[src/rtl/if_id_fetch_unit_if.sv]
// ---------------------------------------------------------------------------
// if_id_fetch_unit_if
// Bus between the fetch unit and its neighbours: the instruction memory, the
// decode stage (stall input, IF/ID outputs) and execute (redirect).
//   master : the fetch unit (drives inst_addr and the IF/ID register outputs)
//   slave  : the surroundings (drive stall, redirect, inst_data)
// Signals:
//   stall           hazard stall from decode
//   redirect_valid  taken branch/jump from execute
//   redirect_target new PC when redirect_valid=1
//   inst_addr       fetch byte address (equals the PC register)
//   inst_data       instruction returned combinationally for inst_addr
//   id_valid/id_pc/id_pc_plus4/id_instruction  IF/ID pipeline register
//   halted          fetch stopped (end of memory or fault)
//   misalign_fault  sticky misaligned-redirect flag
// ---------------------------------------------------------------------------
interface if_id_fetch_unit_if;
    logic        stall;
    logic        redirect_valid;
    logic [63:0] redirect_target;
    logic [63:0] inst_addr;
    logic [31:0] inst_data;
    logic        id_valid;
    logic [63:0] id_pc;
    logic [63:0] id_pc_plus4;
    logic [31:0] id_instruction;
    logic        halted;
    logic        misalign_fault;

    modport master (
        input  stall, redirect_valid, redirect_target, inst_data,
        output inst_addr, id_valid, id_pc, id_pc_plus4, id_instruction,
               halted, misalign_fault
    );

    modport slave (
        output stall, redirect_valid, redirect_target, inst_data,
        input  inst_addr, id_valid, id_pc, id_pc_plus4, id_instruction,
               halted, misalign_fault
    );
endinterface

[src/rtl/if_id_fetch_unit.sv]
// ---------------------------------------------------------------------------
// if_id_fetch_unit
// Instruction fetch stage: holds the 64-bit PC, presents it to instruction
// memory and captures the returned word into the IF/ID register.
// Ports:
//   clk    rising-edge clock
//   reset  synchronous, active-high reset
//   bus    if_id_fetch_unit_if.master (stall, redirect, memory, IF/ID outputs)
//   fetch_count, bubble_count  (only with FETCH_PERF_EN) saturating counters
// Optional feature macro: FETCH_PERF_EN adds the two performance counters.
// ---------------------------------------------------------------------------
module if_id_fetch_unit #(
    parameter logic [63:0] RESET_PC   = 64'h0,
    parameter int unsigned IMEM_BYTES = 132,
    parameter logic [31:0] NOP_INST   = 32'h00000013
) (
    input  logic               clk,
    input  logic               reset,
    if_id_fetch_unit_if.master bus
`ifdef FETCH_PERF_EN
    ,
    output logic [31:0]        fetch_count,
    output logic [31:0]        bubble_count
`endif
);

    localparam logic [63:0] LAST_ADDR = 64'(IMEM_BYTES) - 64'd4;

    typedef enum logic [1:0] {S_BOOT, S_RUN, S_END, S_FAULT} state_t;

    state_t      state, state_next;
    logic [63:0] pc, pc_next;
    logic        load_bubble;
    logic        load_inst;
    logic        fault_set;

    assign bus.inst_addr = pc;

    always_comb begin
        state_next  = state;
        pc_next     = pc;
        load_bubble = 1'b0;
        load_inst   = 1'b0;
        fault_set   = 1'b0;
        case (state)
            // One settling cycle for memory after reset.
            S_BOOT: begin
                load_bubble = 1'b1;
                state_next  = S_RUN;
            end
            S_RUN: begin
                if (bus.redirect_valid && (bus.redirect_target[1:0] != 2'b00)) begin
                    fault_set   = 1'b1;
                    load_bubble = 1'b1;
                    state_next  = S_FAULT;
                end else if (bus.redirect_valid) begin
                    // Redirect wins over stall: the flushed slot becomes a bubble.
                    pc_next     = bus.redirect_target;
                    load_bubble = 1'b1;
                end else if (bus.stall) begin
                    // hold pc and IF/ID
                end else if (pc > LAST_ADDR) begin
                    load_bubble = 1'b1;
                    state_next  = S_END;
                end else begin
                    load_inst = 1'b1;
                    pc_next   = pc + 64'd4;
                end
            end
            S_END: begin
                // Only an aligned, in-range redirect restarts fetch; stall is ignored.
                if (bus.redirect_valid && (bus.redirect_target[1:0] == 2'b00) &&
                    (bus.redirect_target <= LAST_ADDR)) begin
                    pc_next     = bus.redirect_target;
                    load_bubble = 1'b1;
                    state_next  = S_RUN;
                end
            end
            default: begin
                // S_FAULT: only reset leaves
            end
        endcase
    end

    always_ff @(posedge clk) begin
        if (reset) begin
            pc                 <= RESET_PC;
            state              <= S_BOOT;
            bus.id_valid       <= 1'b0;
            bus.id_instruction <= NOP_INST;
            bus.id_pc          <= 64'd0;
            bus.id_pc_plus4    <= 64'd4;
            bus.halted         <= 1'b0;
            bus.misalign_fault <= 1'b0;
        end else begin
            pc         <= pc_next;
            state      <= state_next;
            // Registered copy of "stopped" so halted is not a decode of state.
            bus.halted <= (state_next == S_END) || (state_next == S_FAULT);
            if (fault_set) begin
                bus.misalign_fault <= 1'b1;
            end
            if (load_bubble) begin
                bus.id_valid       <= 1'b0;
                bus.id_instruction <= NOP_INST;
                bus.id_pc          <= 64'd0;
                bus.id_pc_plus4    <= 64'd4;
            end else if (load_inst) begin
                bus.id_valid       <= 1'b1;
                bus.id_instruction <= bus.inst_data;
                bus.id_pc          <= pc;
                bus.id_pc_plus4    <= pc + 64'd4;
            end
        end
    end

`ifdef FETCH_PERF_EN
    always_ff @(posedge clk) begin
        if (reset) begin
            fetch_count  <= 32'd0;
            bubble_count <= 32'd0;
        end else if (!bus.stall) begin
            if (load_inst && (fetch_count != 32'hFFFF_FFFF)) begin
                fetch_count <= fetch_count + 32'd1;
            end
            if (load_bubble && (bubble_count != 32'hFFFF_FFFF)) begin
                bubble_count <= bubble_count + 32'd1;
            end
        end
    end
`endif

endmodule

[src/flat_wrapper.sv]
// flat-port wrapper written by rule: the top's interface ports become plain ports
module if_id_fetch_unit_flat 
#(
    parameter logic [63:0] RESET_PC   = 64'h0,
    parameter int unsigned IMEM_BYTES = 132,
    parameter logic [31:0] NOP_INST   = 32'h00000013
)
  (clk, reset, bus_stall, bus_redirect_valid, bus_redirect_target, bus_inst_data, bus_inst_addr, bus_id_valid, bus_id_pc, bus_id_pc_plus4, bus_id_instruction, bus_halted, bus_misalign_fault);
  if_id_fetch_unit_if bus_i ();
  input  logic clk;
  input  logic reset;
  input wire logic [$bits(bus_i.stall)-1:0] bus_stall;
  input wire logic [$bits(bus_i.redirect_valid)-1:0] bus_redirect_valid;
  input wire logic [$bits(bus_i.redirect_target)-1:0] bus_redirect_target;
  input wire logic [$bits(bus_i.inst_data)-1:0] bus_inst_data;
  output wire logic [$bits(bus_i.inst_addr)-1:0] bus_inst_addr;
  output wire logic [$bits(bus_i.id_valid)-1:0] bus_id_valid;
  output wire logic [$bits(bus_i.id_pc)-1:0] bus_id_pc;
  output wire logic [$bits(bus_i.id_pc_plus4)-1:0] bus_id_pc_plus4;
  output wire logic [$bits(bus_i.id_instruction)-1:0] bus_id_instruction;
  output wire logic [$bits(bus_i.halted)-1:0] bus_halted;
  output wire logic [$bits(bus_i.misalign_fault)-1:0] bus_misalign_fault;
  assign bus_i.stall = bus_stall;
  assign bus_i.redirect_valid = bus_redirect_valid;
  assign bus_i.redirect_target = bus_redirect_target;
  assign bus_i.inst_data = bus_inst_data;
  assign bus_inst_addr = bus_i.inst_addr;
  assign bus_id_valid = bus_i.id_valid;
  assign bus_id_pc = bus_i.id_pc;
  assign bus_id_pc_plus4 = bus_i.id_pc_plus4;
  assign bus_id_instruction = bus_i.id_instruction;
  assign bus_halted = bus_i.halted;
  assign bus_misalign_fault = bus_i.misalign_fault;
  if_id_fetch_unit #(.RESET_PC(RESET_PC), .IMEM_BYTES(IMEM_BYTES), .NOP_INST(NOP_INST)) u_core (.clk(clk), .reset(reset), .bus(bus_i));
endmodule
[config.mk]
export PLATFORM = sky130hd
export DESIGN_NAME = if_id_fetch_unit_flat
export DESIGN_NICKNAME = d
export VERILOG_FILES = /design/src/rtl/if_id_fetch_unit_if.sv /design/src/rtl/if_id_fetch_unit.sv /design/src/flat_wrapper.sv
export SDC_FILE = /design/constraint.sdc
export NUM_CORES = 1
export LEC_CHECK = 0
export CAP_MARGIN = 40
export CORE_MARGIN = 2
export CORE_UTILIZATION = 49
export DETAILED_ROUTE_END_ITERATION = 12
export PLACE_DENSITY = 0.83
export SLEW_MARGIN = 20
export SYNTH_ARGS = -nofsm -noshare
export SYNTH_HDL_FRONTEND = slang
export SYNTH_SLANG_ARGS = --single-unit
[constraint.sdc]
create_clock -name clk -period 7.49 [get_ports clk]
set_clock_uncertainty 0.05 [all_clocks]
set_input_delay 1.8725 -clock clk [delete_from_list [all_inputs] [get_ports clk]]
set_output_delay 1.8725 -clock clk [all_outputs]
set_load 0.01 [all_outputs]
=== After elaboration in Yosys (flattened, before gate mapping) ===
Index checks and enable logic that the tools add are counted.

* $add $sub $neg: 1
* Multipliers: 0
* Div/mod/pow operators: 0
* Magnitude comparators: 2
* Equality and inequality tests: 8
* Shift operators: 0
* Muxes and demuxes: 25
* Bitwise gates (word level): 0
* Reductions and logical operators: 10

{| class="wikitable"
|+ Operators with widths
! operator !! number
|-
| $mux 64 || 5
|-
| $pmux 64 s2 || 1
|-
| $add 64x3->64 const B || 1
|-
| $gt 64x8->1 const B || 1
|-
| $le 64x8->1 const B || 1
|-
| $mux 1 || 12
|-
| $mux 2 || 5
|-
| $eq 2x2->1 const B || 3
|-
| $ne 3x3->1 const B || 2
|-
| $pmux 2 s3 || 1
|-
| $reduce_and 5->1 || 1
|-
| $logic_not 2->1 || 2
|-
| $reduce_bool 2->1 || 2
|-
| $logic_and 1x1->1 || 3
|-
| $pmux 1 s3 || 1
|-
| $eq 2x1->1 const B || 1
|-
| $ne 2x1->1 const B || 1
|-
| $ne 2x2->1 const B || 1
|-
| $reduce_or 2->1 || 1
|-
| $logic_or 1x1->1 || 1
|}

* Register bits: 229
* Latch bits: 0
* Memory bits (writable): 0
* Bits in read-only memories: 0
* Bits of input ports: 100
* Output and inout bits: 227
* Logic and storage cells: 54
* Memories: 0

=== Longest topological paths before layout ===
Gate-level depths: netlist of the first run.

* Depth after elaboration: 8
* Gate-level depth with buffers: 11

=== Worst setup path before layout of the first run ===
OpenSTA, ideal clock, no wires.

* Path type: input to register
* Start point: input bus_redirect_valid
* End point: register u_core.bus.id_instruction[15]
* Library setup time: 117 ps
* Arrival: 3761 ps
* Data required time: 7323 ps
* Path slack: 3562 ps
* Stages: 8
* Cell sequence: clkbuf_1 nand4_1 a2111oi_1 nand3_1 a32oi_1 buf_2 buf_2 nor2_1

* Cells in the longest elaborated chain, start to end: 5

{| class="wikitable"
|+ RTL lines
! item !! line !! source
|-
| from (decl) || flat_wrapper.sv:13 || <nowiki>input wire logic [$bits(bus_i.redirect_valid)-1:0] bus_redirect_valid;</nowiki>
|-
| $logic_and 1x1->1 (2 in series) || if_id_fetch_unit.sv:72 || <nowiki>if (bus.redirect_valid && (bus.redirect_target[1:0] == 2'b00) &&</nowiki>
|-
| $mux 1 || if_id_fetch_unit.sv:72 ||
|-
| $pmux 1 s3 || if_id_fetch_unit.sv:45 || <nowiki>case (state)</nowiki>
|-
| $reduce_or 2->1 (no line) || - ||
|-
| to (signal assigned) || if_id_fetch_unit.sv:110 || <nowiki>bus.id_instruction <= bus.inst_data;</nowiki>
|-
| to (decl) || if_id_fetch_unit_if.sv:32 || <nowiki>output inst_addr, id_valid, id_pc, id_pc_plus4, id_instruction,</nowiki>
|}

Parallel ways exist; a longest one is shown, timed or not.
A chain may end at the register's enable or synchronous reset.

=== Worst setup path in the final report of the first run ===
* Start point: input bus_redirect_target[25]
* End point: register u_core.bus.id_pc[21]

* Cells in the longest elaborated chain, start to end: 5

{| class="wikitable"
|+ RTL lines
! item !! line !! source
|-
| from (decl) || flat_wrapper.sv:14 || <nowiki>input wire logic [$bits(bus_i.redirect_target)-1:0] bus_redirect_target;</nowiki>
|-
| $le 64x8->1 || if_id_fetch_unit.sv:73 || <nowiki>(bus.redirect_target <= LAST_ADDR)) begin</nowiki>
|-
| $logic_and 1x1->1 || if_id_fetch_unit.sv:72 ||
|-
| $mux 1 || if_id_fetch_unit.sv:72 ||
|-
| $pmux 1 s3 || if_id_fetch_unit.sv:45 ||
|-
| $reduce_or 2->1 (no line) || - ||
|-
| to (signal assigned) || if_id_fetch_unit.sv:111 || <nowiki>bus.id_pc <= pc;</nowiki>
|-
| to (decl) || if_id_fetch_unit_if.sv:32 ||
|}

Every way passes these cells.

==> results of run 1 <==
sequential cells by signal, summed over array words and instances, names as in the netlist:
| name | flops |
|---|---|
| u_core.bus.misalign_fault | 1 |
| u_core.bus.halted | 1 |
| u_core.bus.id_pc | 62 |
| u_core.state | 2 |
| u_core.bus.id_valid | 1 |
| u_core.bus.id_pc_plus4 | 64 |
| u_core.bus.inst_addr | 64 |
| u_core.bus.id_instruction | 32 |
power groups by stage:
stage                     Clock, W  Combinational (W)  Sequential, W
after floorplan                  0           0.000569        0.00148
after global placement           0           0.000924        0.00149
after detailed placement         0           0.000966        0.00149
after global routing       0.00138            0.00106        0.00149
final                      0.00132           0.000982        0.00148
after CTS                  0.00134           0.000969        0.00147
final cells by class:
cell class / instances / area (um2)
Fill cell: 1435 / 5110
Sequential cell: 227 / 4540
Multi-Input combinational cell: 764 / 4480
Timing Repair Buffer: 338 / 3390
Clock buffer: 32 / 701
Tap cell: 234 / 293
Clock inverter: 11 / 201
Inverter: 12 / 45.0
Antenna cell: 1 / 2.50
logic make-up (layout without fill, tap and decap cells):
logic type / Yosys count / after routing / synth area share, %
buffers and inverters: 89 / 393 / 4.65
multiplexers: 36 / 36 / 3.83
other: 0 / 1 / 0
AO/OA/AOI/OAI: 237 / 237 / 15.1
AND/OR/NAND/NOR: 482 / 482 / 27.1
flip-flops: 227 / 227 / 48.3
XOR/XNOR: 3 / 3 / 0.279
adder cells (fa/ha/maj): 6 / 6 / 0.797
per-layer routing:
| layer | up-vias | routed length (um) |
|---|---|---|
| met5 | - | 0 |
| met4 | 0 | 1570 |
| met3 | 100 | 2720 |
| met2 | 530 | 13900 |
| met1 | 4359 | 12400 |
| li1 | 4389 | - |
how the worst max path moves through the flow:
stage	cells after the start	to	slack (ps)	startpoint
after detailed placement	10	u_core.bus.id_pc[50]$_SDFFE_PP0P_	1750	bus_redirect_target[50]
final	10	u_core.bus.id_pc[21]$_SDFFE_PP0P_	2260	bus_redirect_target[25]
after CTS	10	u_core.bus.id_pc[19]$_SDFFE_PP0P_	2270	bus_redirect_target[50]
after global routing	10	u_core.bus.id_pc[21]$_SDFFE_PP0P_	2080	bus_redirect_target[25]
after global placement	9	u_core.bus.inst_addr[55]$_SDFFE_PP0P_	1810	bus_redirect_target[50]
after floorplan	8	u_core.bus.id_instruction[15]$_SDFFE_PP0P_	3560	bus_redirect_valid
worst max-delay path, stage by stage:
cell and delay (ps):
clkdlybuf4s50_1 470, nor4_1 650, nand4_1 230, a2111oi_1 570
nand3_1 270, a32oi_4 270, buf_4 460, nor2b_4 60
buf_4 370, and2_1 290
per-stage QoR:
| stage | util [%] | hold slack [ps] | instances | worst slack [ps] |
|---|---|---|---|---|
| 2_1_floorplan | - | 420 | 1080 | 3560 |
| 3_3_place_gp | 67.5 | 392 | 1570 | 1810 |
| 3_5_place_dp | 67.9 | 390 | 1574 | 1750 |
| 4_1_cts | 72.7 | 402 | 1617 | 2270 |
| 5_1_grt | 72.8 | 423 | 1619 | 2080 |
| 6_report | 72.8 | 398 | 1619 | 2260 |
cells in the final DEF, fill, tap and decap left out, types with 12 or more instances in the layout:
cell	synthesis	final
nand4_1	23	23
clkdlybuf4s50_1	0	325
nand2_1	100	100
o32ai_1	13	13
mux2i_1	36	36
a211oi_1	20	20
nor4_1	31	31
nor2_1	84	83
a21oi_1	97	97
and3_1	12	12
o31ai_1	16	16
nor3_1	24	24
and2_1	129	129
o21ai_0	57	57
inv_1	12	12
dfxtp_1	227	227
clkbuf_16	0	24
nand3_1	43	42
==> flow_summary.json, run 1 <==
{
  "routed-via-count": 9378,
  "row_count": 50,
  "post_cts_buffers": 0,
  "timing.fmax_mhz": 191,
  "cp_max_fo": 112,
  "drt-pass1-iter-count": 5,
  "yosys_warnings": 0,
  "use_met3_pct": 6.14,
  "hold-path-cell-count": 2,
  "setup_violations": 0,
  "grt_pass1_vias": 8685,
  "cts_made_buffers": 24,
  "outcome": "finished, final reports clean",
  "rsz0062_at_grt": "false",
  "grt_max_degree": 113,
  "clockRootBuffer": "clkbuf_16",
  "netlist.area_leader.share_pct": 48.3,
  "io-pin-count": 327,
  "hold_buffers": 0,
  "cap_violations": 0,
  "p_leak_nw": 5.05,
  "power_w": 0.00378,
  "clock_latency_ps": 520,
  "area_delta_synth_final_pct": 45.0,
  "worst_pin_slew_ps": 834,
  "post-synth-top-count-cell": "dfxtp_1",
  "synth-edff-count": 0,
  "critPathRequiredTime_ps": 7840,
  "initial_utilization_pct": 50.2,
  "final.period_utilization_pct": 69.8,
  "first_iter_violations": 999,
  "routed_via_density": 5.79,
  "worstSetupPathType": "in2reg",
  "r2r-end": "u_core.bus.id_pc[19]$_SDFFE_PP0P_",
  "htreeDepth": 1,
  "hold_class": "reg2reg",
  "busiest_layer": "met2",
  "combinationalPowerShare_pct": 26.0,
  "drc": 0,
  "synth_commonest_cells": "227 x dfxtp_1, 129 x and2_1, 100 x nand2_1",
  "synth-main-ff-cell": "dfxtp_1",
  "seqPwrFrac_pct": 39.1,
  "grtUsageTotal_pct": 28.4,
  "place_area_mm2": 0.0127,
  "min_to": "u_core.bus.id_valid$_SDFFE_PP0P_",
  "cts_tree": "yes",
  "antenna_found_initial": 1,
  "internal-power_w": 0.00255,
  "fin_nets": 1473,
  "synthCells": 1080,
  "seq_area_frac_synth_pct": 48.3,
  "gp_congestion": 0.954,
  "clk_pin_slew_worst_paths_ps": 60,
  "hp-start": "u_core.bus.id_valid$_SDFFE_PP0P_",
  "hold_violations": 0,
  "critPathArrivalTime_ps": 5580,
  "gr-usage-met2_pct": 44.2,
  "die_h_um": 143,
  "syn_area_mm2": 0.00942,
  "met1_usage_pct": 37.4,
  "clk_path_buf_depth": 3,
  "async_flop_share_pct": 0,
  "postLayoutCellArea_mm2": 0.0137,
  "routed_wl_um": 30600,
  "wl_per_cell_um": 18.9,
  "r2r_slack_ps": 3790,
  "layout_min_cycle_time_ps": 5230,
  "grt_overflow": 0,
  "maxSlewHeadroom_pct": 44.4,
  "synth_cell_types": 59,
  "clkPwrFrac_pct": 35.0,
  "finalSetupTns_ps": 0,
  "synthDominantAreaCellType": "dfxtp_1",
  "grt_pass1_wl_um": 46600,
  "drive_gt1_share_pct": 4.99,
  "r2r-start": "u_core.bus.inst_addr[9]$_SDFFE_PP0P_",
  "synth_seq_cells": 227,
  "ant_nets": 0,
  "swShare_pct": 32.6,
  "slew_viol_final": 0,
  "start_kind": "input pin",
  "avgSynthCellArea_um2": 8.72,
  "clock_sinks": 227,
  "p_sw_w": 0.00123,
  "cp-end-kind": "register",
  "rr_worst_depth": 9,
  "coreArea_mm2": 0.0188,
  "dieArea_mm2": 0.0203,
  "syn-num-nets": 1186,
  "synth_area_leaders": "dfxtp_1 48%, and2_1 8.6%, a21oi_1 5.2%",
  "power_density_mw_per_mm2": 277,
  "die_w_um": 143,
  "cts.repair.resized": 0,
  "ir_worst_vdd_uv": 166,
  "post-dp-hpwl_um": 21500,
  "io_buffers": 326
}
Power figures use the tool's default switching activity.
==> run 2: changes to the inputs <==
CORE_UTILIZATION = 41   (was 49)
PLACE_DENSITY = 0.74   (was 0.83)
clock period = 4.54 ns   (was 7.49 ns; I/O delays follow)
==> run 2 against run 1 <==
Compared with the run above: sequential share of layout area shrank 0.26 points; worst setup slack got worse by 1400 ps; register-to-register slack worse by 2600 ps; wire length decreased by 0.31%; global-route usage shrank 4.6 points; non-clock buffer count is 2 higher; flip-flop and latch count stayed put; clock-buffer cell count is 4 lower; critical path type unchanged; largest cell class unchanged.
==> flow_summary.json, run 2 (same netlist as run 1, synthesis figures left out) <==
{
  "post_cts_buffers": 0,
  "clockRootBuffer": "clkbuf_16",
  "hold_buffers": 0,
  "holdWs_ps": 405,
  "hold_class": "reg2reg",
  "htreeDepth": 1,
  "fin_cells": 1675,
  "ant_nets": 0,
  "finalSetupTns_ps": 0,
  "clock_latency_ps": 520,
  "drive_gt1_share_pct": 5.26,
  "grt_overflow": 0,
  "coreArea_mm2": 0.0226,
  "max_stage_delay_ps": 550,
  "setup_violations": 0,
  "critPathArrivalTime_ps": 4010,
  "timing.fmax_mhz": 272,
  "fin_nets": 1475,
  "gp_congestion": 0.890,
  "first_iter_violations": 731,
  "grt_pass1_wl_um": 46500,
  "post-dp-hpwl_um": 21800,
  "drc": 0,
  "io-pin-count": 327,
  "dieArea_mm2": 0.0242,
  "routed_wl_um": 30500,
  "die_w_um": 156,
  "maxSlewHeadroom_pct": 46.3,
  "fillerInstances": 1925,
  "clock_sinks": 227,
  "die_h_um": 156,
  "routed_via_density": 5.39,
  "area_delta_synth_final_pct": 46.1,
  "power_density_mw_per_mm2": 454,
  "rsz0062_at_grt": "false",
  "outcome": "finished, final reports clean",
  "final_cell_mix": "325 x clkdlybuf4s50_1, 227 x dfxtp_1, 129 x and2_1, 100 x nand2_1, 97 x a21oi_1",
  "clk_path_buf_depth": 3,
  "dp_cells": 1628,
  "crit_chain": "clkdlybuf4s50_1 -> nor4_1 -> buf_4 -> nand4_1 -> a2111oi_1 -> a31oi_1 -> nor2_4 -> buf_12 -> nor2_1 -> a2111oi_0",
  "critPathRequiredTime_ps": 4880,
  "cp-end-kind": "register",
  "cts_tree": "yes",
  "antenna_found_initial": 3,
  "ir_worst_vdd_uv": 347,
  "layout_min_cycle_time_ps": 3670,
  "multi_input_area_mm2": 0.00448,
  "clk_pin_slew_worst_paths_ps": 60,
  "grt_max_degree": 96,
  "cts.repair.resized": 0,
  "row_count": 55,
  "grtUsageTotal_pct": 23.8,
  "final_common_cell": "clkdlybuf4s50_1",
  "routed-via-count": 9027,
  "crit_slowest_cell": "a2111oi_1",
  "hold_violations": 0,
  "grt_pass1_vias": 8239,
  "p_leak_nw": 5.06,
  "cts_made_buffers": 24,
  "slew_viol_final": 0,
  "final.period_utilization_pct": 80.9,
  "worst_pin_slew_ps": 798,
  "worstSetupPathType": "in2reg",
  "start_kind": "input pin",
  "cp_max_fo": 69,
  "seqCellArea_mm2": 0.00454,
  "io_buffers": 326,
  "initial_utilization_pct": 41.7,
  "drt-pass1-iter-count": 5,
  "cap_violations": 0,
  "wl_per_cell_um": 18.2
}
## run 2: cell count changes in the layout (fill, tap and decap cells not counted), sizes merged
cell,previous run,this run
clkbuf,33,28
buf,12,15
diode,1,3
inv,12,13
clkinvlp,4,6
clkinv,2,4
## run 2: final timing paths
| kind | cells past startpoint | to | from | slack (ps) |
|---|---|---|---|---|
| setup reg to reg | 8 | u_core.bus.id_pc_plus4[27]$_SDFFE_PP0P_ | u_core.bus.inst_addr[21]$_SDFFE_PP0P_ | 1240 |
| hold reg to reg | 1 | u_core.bus.id_pc[42]$_SDFFE_PP0P_ | u_core.bus.id_pc[42]$_SDFFE_PP0P_ | 400 |
| setup / recovery | 10 | u_core.bus.inst_addr[33]$_SDFFE_PP0P_ | bus_redirect_target[50] | 870 |
| hold / removal | 1 | u_core.bus.id_pc[42]$_SDFFE_PP0P_ | u_core.bus.id_pc[42]$_SDFFE_PP0P_ | 400 |
## run 2: critical path, delay by kind of cell
kind | cells | cell delay [ps]
AND/OR/NAND/NOR | 4 | 700
AO/OA/AOI/OAI | 3 | 1190
buffers and inverters | 3 | 960
## run 2: per-layer routing
metal  vias up  share of wire, %  track usage, %
met4         0               4.2            10.6
li1       4405                 -               -
met5         -                 0               0
met3        74               7.6            4.14
met1      4133                42            32.0
met2       415                46            37.7
## run 2: layout make-up
cell class	count	area share [%]
antenna	3	0.0546
clock buffer	28	4.76
clock inverter	16	1.75
inverter	12	0.327
multi-input combinational	764	32.6
sequential	227	33.0
tap	285	2.59
timing repair buffer	340	24.9
## run 2: per-stage QoR
step / instance area (um2) / total power, W / setup WS (ps) / utilization [%]
6_report: 13800 / 0.00625 / 869 / 61.0
4_1_cts: 13800 / 0.00627 / 901 / 60.9
2_1_floorplan: 9420 / 0.00337 / 1350 / -
3_5_place_dp: 12900 / 0.00409 / 370 / 57.0
5_1_grt: 13800 / 0.00654 / 610 / 61.0
3_3_place_gp: 12800 / 0.00407 / 309 / 56.8
## run 2: report_power, final
group / switching [W] / internal (W) / leakage [nW] / total [W]
Clock: 0.000842 / 0.00133 / 0.421 / 0.00217
Sequential: 0.000287 / 0.00215 / 1.83 / 0.00244
Combinational: 0.000937 / 0.000704 / 2.80 / 0.00164
Total: 0.00207 / 0.00419 / 5.06 / 0.00625
==> run 3: changes to the inputs <==
CORE_UTILIZATION = 46   (was 41)
PLACE_DENSITY = 0.78   (was 0.74)
clock period = 3.5 ns   (was 4.54 ns; I/O delays follow)
==> run 3 against run 2 <==
Compared with the run above: first-iteration DRC count up 18%; final area rose by 2.5%; largest cell class unchanged; clock-buffer cell count shrank 2; total power is 33% higher; worst setup slack worse by 590 ps; global-route usage up 3.5 points; critical endpoint is now u_core.bus.inst_addr[21]$_SDFFE_PP0P_; combinational power up 46%; non-clock buffer count increased by 41; sequential power increased by 29%; critical path depth unchanged; utilization is 8.9 points higher; wire length is 0.54% higher.
==> flow_summary.json, run 3 (same netlist as run 1, synthesis figures left out) <==
{
  "critPathRequiredTime_ps": 3840,
  "fin_nets": 1516,
  "clk_path_buf_depth": 3,
  "crit_path_end": "u_core.bus.inst_addr[21]$_SDFFE_PP0P_",
  "io-pin-count": 327,
  "crit_slowest_cell": "clkdlybuf4s50_1",
  "routed-via-count": 9371,
  "drc": 0,
  "clock_latency_ps": 510,
  "hold_buffers": 0,
  "hold_class": "reg2reg",
  "antenna_found_initial": 3,
  "max_stage_delay_ps": 450,
  "setup_violations": 0,
  "htreeDepth": 1,
  "drive_gt1_share_pct": 7.91,
  "io_buffers": 326,
  "finalSetupTns_ps": 0,
  "first_iter_violations": 860,
  "post-dp-hpwl_um": 22300,
  "outcome": "finished, final reports clean",
  "coreArea_mm2": 0.0202,
  "clk_pin_slew_worst_paths_ps": 70,
  "area_delta_synth_final_pct": 49.7,
  "worstSetupPathType": "in2reg",
  "grt_pass1_wl_um": 48300,
  "gp_congestion": 0.919,
  "wl_per_cell_um": 18.0,
  "dp_cells": 1654,
  "ir_worst_vdd_uv": 391,
  "start_kind": "input pin",
  "r2r-start": "u_core.bus.inst_addr[31]$_SDFFE_PP0P_",
  "drt-pass1-iter-count": 5,
  "post_cts_buffers": 0,
  "crit_start": "bus_redirect_target[50]",
  "maxSlewHeadroom_pct": 49.5,
  "grt_max_degree": 67,
  "hold_violations": 0,
  "die_h_um": 147,
  "cp-end-kind": "register",
  "cts_tree": "yes",
  "grt_overflow": 0,
  "worst_pin_slew_ps": 751,
  "routed_via_density": 5.51,
  "crit_chain": "clkdlybuf4s50_1 -> nor4_1 -> buf_4 -> nand4_1 -> a2111oi_1 -> buf_4 -> a31oi_1 -> or2_1 -> buf_4 -> o32ai_1",
  "final_cell_mix": "325 x clkdlybuf4s50_1, 227 x dfxtp_1, 129 x and2_1, 100 x nand2_1, 97 x a21oi_1",
  "grtUsageTotal_pct": 27.3,
  "cts_made_buffers": 24,
  "initial_utilization_pct": 46.7,
  "r2r_slack_ps": 340,
  "cp_max_fo": 33,
  "ant_nets": 0,
  "r2r-end": "u_core.bus.inst_addr[21]$_SDFFE_PP0P_",
  "routed_wl_um": 30600,
  "slew_viol_final": 0,
  "grt_pass1_vias": 8613,
  "clock_sinks": 227,
  "final.period_utilization_pct": 92.1,
  "rsz0062_at_grt": "false",
  "cap_violations": 0,
  "rr_worst_depth": 7,
  "timing.fmax_mhz": 310,
  "dieArea_mm2": 0.0216,
  "post-route-util_pct": 69.9,
  "final_common_cell": "clkdlybuf4s50_1",
  "cpMostUsedCell": "buf_4",
  "layout_min_cycle_time_ps": 3220,
  "p_leak_nw": 5.29,
  "clockRootBuffer": "clkbuf_16",
  "cts.repair.resized": 0,
  "critPathArrivalTime_ps": 3560,
  "power_density_mw_per_mm2": 590,
  "fin_cells": 1701,
  "die_w_um": 147,
  "row_count": 52
}
## run 3: cell types whose count changed in the layout (fill, tap and decap cells not counted), moves of 2 or more
cell,previous run,this run
clkinvlp_4,6,2
inv_6,0,2
buf_4,8,44
clkbuf_8,4,0
clkinv_2,2,4
clkinv_4,1,5
buf_12,4,11
## run 3: worst max-delay path, delay by kind of cell
kind                   cells  cell delay, ps
buffers and inverters      4            1070
AOI/OAI and AO/OA          3             880
and+or+nand+nor            3             720
## run 3: power by group
part	internal (W)	leakage (nW)	total, W	switching, W
Combinational	0.00111	3.03	0.00239	0.00128
Sequential	0.00279	1.83	0.00315	0.000355
Clock	0.00169	0.426	0.00278	0.00109
## run 3: layout make-up
class                           count  area (um2)
Timing Repair Buffer              381        3810
Multi-Input combinational cell    764        4480
Clock buffer                       26         629
Sequential cell                   227        4540
Antenna cell                        3        7.51
Inverter                           12        45.0
Tap cell                          270         338
Clock inverter                     18         246
Fill cell                        1568        6070
## run 3: per-stage QoR
stage | total power (W) | hold slack (ps) | area, um2 | worst slack (ps)
floorplan | 0.00437 | 420 | 9420 | 569
global placement | 0.00550 | 383 | 13200 | -115
detailed placement | 0.00554 | 393 | 13200 | -131
CTS | 0.00832 | 411 | 14100 | 367
global route | 0.00870 | 419 | 14100 | 112
finish | 0.00832 | 406 | 14100 | 276
## run 3: worst min-delay path by stage
stage                                             from                                      end  depth (start not counted)
2_1_floorplan         u_core.bus.id_valid$_SDFFE_PP0P_         u_core.bus.id_valid$_SDFFE_PP0P_                          2
3_3_place_gp          u_core.bus.id_valid$_SDFFE_PP0P_         u_core.bus.id_valid$_SDFFE_PP0P_                          2
3_5_place_dp         u_core.bus.id_pc[21]$_SDFFE_PP0P_        u_core.bus.id_pc[21]$_SDFFE_PP0P_                          1
4_1_cts              u_core.bus.id_pc[21]$_SDFFE_PP0P_        u_core.bus.id_pc[21]$_SDFFE_PP0P_                          1
5_1_grt        u_core.bus.id_pc_plus4[23]$_SDFFE_PP0P_  u_core.bus.id_pc_plus4[23]$_SDFFE_PP0P_                          1
6_report             u_core.bus.id_pc[19]$_SDFFE_PP0P_        u_core.bus.id_pc[19]$_SDFFE_PP0P_                          1
## run 3: layer usage
metal | up-vias | GRT usage (%) | wire (um)
li1 | 4489 | - | -
met1 | 4344 | 37.8 | 12800
met2 | 472 | 43.3 | 14200
met3 | 66 | 4.94 | 2570
met4 | 0 | 8.85 | 1050
met5 | - | 0 | 0
